===== src/rtl/seq_scan_ctrl.sv =====
// Word-to-bit sequencer: serialises each accepted word MSB-first through a PAT_W-bit matcher, reports per-word and saturating total match counts.
// Latency: result valid WORD_W+1 clocks after accept (accepting clock included); in_ready low in SHIFT/RESULT, result held until out_ready.
// Build option SEQ_SCAN_OVERLAP_EN: overlapping matches count; otherwise the window restarts after each match.
module seq_scan_ctrl #(
    parameter int                WORD_W  = 8,
    parameter int                PAT_W   = 4,
    parameter logic [PAT_W-1:0]  PAT_RST = 4'b1011,
    parameter int                CNT_W   = 4,
    localparam int               OCW     = $clog2(WORD_W+1)
) (
    input  logic              clk,
    input  logic              rst,
    input  logic              cfg_we,
    input  logic [PAT_W-1:0]  cfg_pat,
    input  logic              in_valid,
    output logic              in_ready,
    input  logic [WORD_W-1:0] in_data,
    output logic              out_valid,
    input  logic              out_ready,
    output logic [OCW-1:0]    out_count,
    output logic [CNT_W-1:0]  total,
    output logic              busy,
    output logic              ser_bit
);

    localparam int FW = $clog2(PAT_W+1);

    typedef enum logic [1:0] {
        IDLE   = 2'd0,
        SHIFT  = 2'd1,
        RESULT = 2'd2
    } state_t;

    state_t            state;
    state_t            state_nxt;
    logic [PAT_W-1:0]  pattern;
    logic [WORD_W-1:0] sreg;
    logic [PAT_W-1:0]  window;
    logic [FW-1:0]     fill;
    logic [OCW-1:0]    bit_cnt;

    logic [PAT_W:0]    win_ext;
    logic [PAT_W-1:0]  win_nxt;
    logic [FW-1:0]     fill_nxt;
    logic              hit;
    logic              last_bit;

    // Window as it stands after the current bit is shifted in.
    always_comb begin
        win_ext  = {window, sreg[WORD_W-1]};
        win_nxt  = win_ext[PAT_W-1:0];
        fill_nxt = (fill == FW'(PAT_W)) ? fill : fill + 1'b1;
        hit      = (state == SHIFT) && (fill_nxt == FW'(PAT_W)) && (win_nxt == pattern);
        last_bit = (bit_cnt == OCW'(WORD_W-1));
    end

    always_ff @(posedge clk) begin
        if (rst) begin
            state <= IDLE;
        end else begin
            state <= state_nxt;
        end
    end

    always_comb begin
        state_nxt = state;
        case (state)
            IDLE:    if (in_valid)  state_nxt = SHIFT;
            SHIFT:   if (last_bit)  state_nxt = RESULT;
            RESULT:  if (out_ready) state_nxt = IDLE;
            default:                state_nxt = IDLE;
        endcase
    end

    always_comb begin
        in_ready  = (state == IDLE);
        out_valid = (state == RESULT);
        busy      = (state == SHIFT) || (state == RESULT);
        ser_bit   = (state == SHIFT) ? sreg[WORD_W-1] : 1'b0;
    end

    always_ff @(posedge clk) begin
        if (rst) begin
            pattern   <= PAT_RST;
            sreg      <= '0;
            window    <= '0;
            fill      <= '0;
            bit_cnt   <= '0;
            out_count <= '0;
            total     <= '0;
        end else begin
            // A write coinciding with an accept lands before the first shift.
            if (state == IDLE && cfg_we) begin
                pattern <= cfg_pat;
            end
            case (state)
                IDLE: begin
                    if (in_valid) begin
                        sreg      <= in_data;
                        window    <= '0;
                        fill      <= '0;
                        bit_cnt   <= '0;
                        out_count <= '0;
                    end
                end
                SHIFT: begin
                    sreg    <= sreg << 1;
                    bit_cnt <= bit_cnt + 1'b1;
                    if (hit) begin
                        out_count <= out_count + 1'b1;
                        if (total != {CNT_W{1'b1}}) begin
                            total <= total + 1'b1;
                        end
                    end
`ifdef SEQ_SCAN_OVERLAP_EN
                    window <= win_nxt;
                    fill   <= fill_nxt;
`else
                    if (hit) begin
                        window <= '0;
                        fill   <= '0;
                    end else begin
                        window <= win_nxt;
                        fill   <= fill_nxt;
                    end
`endif
                end
                default: ;
            endcase
        end
    end

endmodule


===== config.mk =====
export PLATFORM = sky130hd
export DESIGN_NAME = seq_scan_ctrl
export DESIGN_NICKNAME = d
export VERILOG_FILES = /design/src/rtl/seq_scan_ctrl.sv
export SDC_FILE = /design/constraint.sdc
export NUM_CORES = 1
export LEC_CHECK = 0
export CAP_MARGIN = 20
export CORE_ASPECT_RATIO = 2
export CORE_MARGIN = 10
export CORE_UTILIZATION = 35
export CTS_CLUSTER_SIZE = 16
export DETAILED_ROUTE_END_ITERATION = 8
export GPL_TIMING_DRIVEN = 0
export SLEW_MARGIN = 0
export SYNTH_ARGS = -nofsm -noshare
export SYNTH_HDL_FRONTEND = slang
export SYNTH_SLANG_ARGS = --single-unit

===== constraint.sdc =====
create_clock -name clk -period 2.3 [get_ports clk]
set_clock_uncertainty 0.2 [all_clocks]
set_input_delay 0.46 -clock clk [delete_from_list [all_inputs] [get_ports clk]]
set_output_delay 0.46 -clock clk [all_outputs]
set_load 0.05 [all_outputs]

; After elaboration in Yosys (flattened, before gate mapping)
; Index checks and enable logic that the tools add are counted.
[word_totals]
reg_bits = 32
output_inout_bits = 12
[classes]
eq_ne = 11
n_mux = 17
n_reduce_logical = 10
add_sub_neg = 4
[ops]
columns = operator, n
row1 = case mux 4 bit (2 select lines), 2
row2 = case mux 8 bit (2 select lines), 1
row3 = adder 4 x 1 -> 4 bit (second input constant), 3
row4 = two-way mux 3 bit, 4
row5 = case mux 3 bit (2 select lines), 2
row6 = AND reduction 3 bit, 3
row7 = two-way mux 4 bit, 2
row8 = two-way mux 8 bit, 1
row9 = == test 3 bit (second input constant), 2
row10 = two-way mux 2 bit, 3
row11 = != test 2 bit (second input constant), 3
row12 = case mux 2 bit (3 select lines), 1
row13 = == test 4 x 3 -> 1 bit (second input constant), 1
row14 = == test 4 bit, 1
row15 = != test 4 bit (second input constant), 1
row16 = adder 3 x 1 -> 3 bit (second input constant), 1
row17 = logical AND 1 bit, 3
row18 = == test 2 x 1 -> 1 bit (second input constant), 1
row19 = == test 2 bit (second input constant), 1
row20 = zero test 2 bit, 1
row21 = != test 2 x 1 -> 1 bit (second input constant), 1
row22 = AND reduction 2 bit, 1
row23 = nonzero test 2 bit, 1
row24 = logical OR 1 bit, 1
row25 = two-way mux 1 bit, 1

; Logic depth before layout (Yosys ltp)
[logic_depth]
depth_word = 7
ltp_mapped = 9

; Worst setup path before layout
; No wires, ideal clock.
[synth_path]
path_kind = reg-to-reg
from = reg state[0]
to = reg fill[0]
path_slack_ns = -0.084
synth_period_minus_slack_ns = 2.384
required_ns = 1.972
setup_time_ns = 0.128
path_stages_with_launch = 10
arrival_time_ns = 2.057
path_buffers = 2
cell_sequence = dfxtp_1 > inv_1 > ha_1 > clkbuf_1 > nor2b_1 > clkbuf_1 > nor2_1 > a31oi_1 > a2bb2oi_1 > nor2_1
[synth_via]
elab_cells_between_ends = 9
cone_classes = 2 x eq/ne / 2 x mux / 5 x reduce/logical
[synth_rtl]
columns = element, line_no
row1 = start: declaration, 34  ; state_t state;
row2 = start signal: assignment, 61  ; state <= state_nxt;
row3 = zero test 2 bit *, n/a
row4 = net in_ready, 16  ; output logic in_ready,
row5 = != test 2 bit (no line) / nonzero test 2 bit (equally long branches), n/a
row6 = AND reduction 2 bit (no line), n/a
row7 = end signal: assignment, 124  ; fill <= fill_nxt;
row8 = end: declaration, 39  ; logic [FW-1:0] fill;
; Mark *: on every way through the listed nets, which the timed path passes. The rest lies on a longest branch.
; A chain may end at the register's enable or synchronous reset.

; Final worst setup path
[layout_path]
from = reg fill[0]
to = reg out_count[1]
[layout_via]
elab_chain_cells = 7
elab_cells_between_ends = 8
cone_classes = 1 x add/sub / 3 x eq/ne / 1 x mux / 3 x reduce/logical
[layout_lines]
columns = element, line_no
row1 = adder 3 x 1 -> 3 bit / == test 3 bit (equally long branches), 52  ; fill_nxt = (fill == FW'(PAT_W)) ? fill : fill + 1'b1;
row2 = two-way mux 3 bit *, 52
row3 = == test 3 bit *, 53  ; hit = (state == SHIFT) && (fill_nxt == FW'(PAT_W)) && (win_nxt == pattern);
row4 = logical AND 1 bit * (2 in a row), 53
row5 = != test 2 bit (no line) *, n/a
row6 = AND reduction 3 bit (no line) *, n/a
row7 = end signal: assignment, 110  ; out_count <= out_count + 1'b1;
row8 = end: declaration, 20  ; output logic [OCW-1:0] out_count,
; Every way passes the cells marked *; elsewhere a longest branch is shown, timed or not.

==> flow_summary.toml <==
[outcome]
status = "completed"

[yosys]
yosysWarnings = 0
seq_area_frac_synth_pct = 39.3
ys.flop_type = "dfxtp_1"
synth_area_mm2 = 0.00163
syn_inst = 188
syn-num-nets = 213
synth-async-reset-ratio_pct = 0
synth-edff-count = 0
synth-seq-cells = 32
synth_cell_type_count = 41
postSynthAreaPerCell_um2 = 8.67

[timing]
maxSlewViolCount = 0
finalCritPeriodShare_pct = 97.0
relSlewSlack_pct = 59.3
worstMarginPinSlew_ps = 611
whs_ps = 269
hold_viol = 0
min_period_ps = 2230
max_freq_ghz = 0.448
final-setup-viol-count = 0
setup_ws_ps = 69.1

[clock_tree]
cts_tree = "built"
clock_latency_ps = 280
clockBufferDepth = 2
clk_pin_slew_ps = 70
cts.htree.levels = 2
cts_root_buf = "clkbuf_8"
cts_buffers = 5
cts_hold_buf = 0
cts.sinks = 32

[setup_path]
slowest_stage = "or3b_4"
worstPathArrival_ps = 2200
crit_chain = "inv_4, ha_4, or3b_4, a31oi_4, and3_2, a21oi_1, or3_1"
worstReg2RegStart = "fill[0]$_SDFFE_PP0P_"
crit_type = "reg -> reg"
worstSetupEndpointType = "flip-flop"
r2r_end = "out_count[1]$_SDFFE_PP0P_"
worstPathMaxFanout = 4
ff2ff_setup_slack_ps = 70
cp.required_ps = 2270
reg2reg_depth = 7
start_kind = "flip-flop"
cp_slowest_stage_delay_ps = 400

[routing]
firstDrtPassIters = 4
viasPerCell = 5.43
route.detailed.drc = 0
drt_iter0_markers = 67
vias = 1519
wl_per_cell_um = 14.8
antenna_left = 0
routed_wl_um = 4140

[cells_and_area]
final_design_area_no_fill_mm2 = 0.00218
area_delta_synth_final_pct = 33.6
register_area_um2 = 648
insertedDiodeCount = 0
fillers = 470
drive_above_1_share_pct = 13.3
multi_input_area_um2 = 976
final_nets = 249

[min_path]
min_to = "pattern[2]$_SDFFE_PP0P_"
hold_class = "reg -> reg"
min-delay-start = "pattern[2]$_SDFFE_PP0P_"
hold_path_depth = 2

[global_route]
overflow = 0
grt_pass1_wl_um = 6920
grt_use_total_pct = 11.2
grt_max_degree = 11
antenna_found_initial = 0
first_global_vias = 1540

[floorplan]
die_x_um = 68.3
die_h_um = 117
dieArea_mm2 = 0.00795
core_mm2 = 0.00455
ios = 29
initial_core_util_pct = 35.8
rows = 35

[power]
power_mw = 2.30
power_density_mw_per_mm2 = 1060
ir_drop_mv = 0.634
p_leak_nw = 0.809

[placement]
place_ws_ps = -600
place.gp.congestion = 0.758
place_area_mm2 = 0.00198
port_buffers = 28
post-dp-hpwl_um = 3080

[job]
drv_cap = 0
## cell families after synthesis
logic type / count (synthesis) / share of synthesized area, %
AO/OA/AOI/OAI: 48 / 21.4
XOR/XNOR: 5 / 2.69
multiplexers: 7 / 4.30
flip-flops: 32 / 39.3
adder cells (fa/ha/maj): 8 / 6.14
AND/OR/NAND/NOR: 70 / 21.9
buffers and inverters: 18 / 4.22
## cell usage in the layout (no fill, tap or decap), types with 3 or more instances in the layout
master            n
dfxtp_1          30
nor2_1           25
clkdlybuf4s50_1  24
a21oi_1          13
clkbuf_1          7
nand2_1           7
nor3_1            7
mux2i_1           7
a211oi_1          7
clkbuf_8          6
nand3_1           6
xor2_1            5
ha_1              5
inv_1             4
buf_4             4
nand2b_1          4
a31oi_1           4
and3_1            3
a211o_1           3
a32oi_1           3
nand3b_1          3
nand4_1           3
dlygate4sd2_1     3
## where the power goes
group          switching (mW)  internal, mW  total, mW  leakage [nW]
registers              0.0738         0.660      0.734         0.263
logic                   0.650         0.384       1.03         0.492
clock network           0.214         0.321      0.535        0.0552
total                   0.938          1.37       2.30         0.809
## area by class of cell
cell class / count / share of cell area, %
buffer: 10 / 2.76
clock buffer: 6 / 3.33
clock inverter: 2 / 1.61
inverter: 7 / 1.32
multi-input combinational: 138 / 44.8
sequential: 32 / 29.8
tap: 55 / 3.16
timing repair buffer: 30 / 13.3
## metrics by stage
step | instances | setup TNS, ps | util (%)
final | 280 | 0 | 47.8
after global routing | 280 | -0.704 | 47.8
after CTS | 279 | 0 | 46.7
after detailed placement | 271 | -2820 | 43.5
after global placement | 271 | -2380 | 43.5
after floorplan | 188 | 0 | -
## cell usage after synthesis (all sizes together), types with 2 or more instances
master | number | area, um2
o221ai | 2 | 17.5
a2bb2oi | 2 | 17.5
a31oi | 5 | 46.3
a22oi | 2 | 15.0
ha | 8 | 100
o21ai | 2 | 10.0
a32oi | 3 | 26.3
inv | 7 | 26.3
a21oi | 13 | 65.1
nand3 | 7 | 40.0
dfxtp | 32 | 641
nor2 | 26 | 97.6
a211oi | 8 | 60.1
and3 | 4 | 25.0
nand4 | 3 | 18.8
mux2i | 7 | 70.1
clkbuf | 10 | 37.5
a211o | 3 | 26.3
nor3 | 9 | 50.1
o211ai | 2 | 15.0
or3 | 2 | 12.5
nand2b | 4 | 25.0
xor2 | 5 | 43.8
nand2 | 7 | 26.3
nand3b | 3 | 22.5
## critical path, delay by kind of cell (launching register included)
kind | cells | cell delay [ps]
AND/OR/NAND/NOR | 3 | 1030
flip-flops | 1 | 390
AO/OA/AOI/OAI | 2 | 300
adder cells (fa/ha/maj) | 1 | 150
buffers and inverters | 1 | 50
## worst max path at each step
stage,start,depth (start not counted),end
after floorplan,state[0]$_SDFFE_PP0P_,9,fill[0]$_SDFFE_PP0P_
after global placement,state[1]$_SDFFE_PP0P_,6,ser_bit
after detailed placement,state[1]$_SDFFE_PP0P_,6,ser_bit
after CTS,state[1]$_SDFFE_PP0P_,6,ser_bit
after global routing,fill[0]$_SDFFE_PP0P_,7,out_count[1]$_SDFFE_PP0P_
final,fill[0]$_SDFFE_PP0P_,7,out_count[1]$_SDFFE_PP0P_
## layer usage
| metal | global-route usage (%) | wire, um |
|---|---|---|
| met2 | 21.3 | 2240 |
| met5 | 0 | 0 |
| met3 | 2.59 | 187 |
| met1 | 10.7 | 1620 |
| met4 | 4.99 | 90 |
## what timing repair did
action | 4_1_cts | 5_1_grt
setup endpoints to repair | 14 | 18
setup buffers | 0 | 2
pin swaps | 1 | 5
resized for setup | 23 | 12
## sequential cells by signal, summed over array words and instances (netlist names)
register   cells
total          4
bit_cnt        4
out_count      4
fill           3
pattern        4
window         3
sreg           8
state          2
No activity file was read; power rests on OpenSTA's default activity.
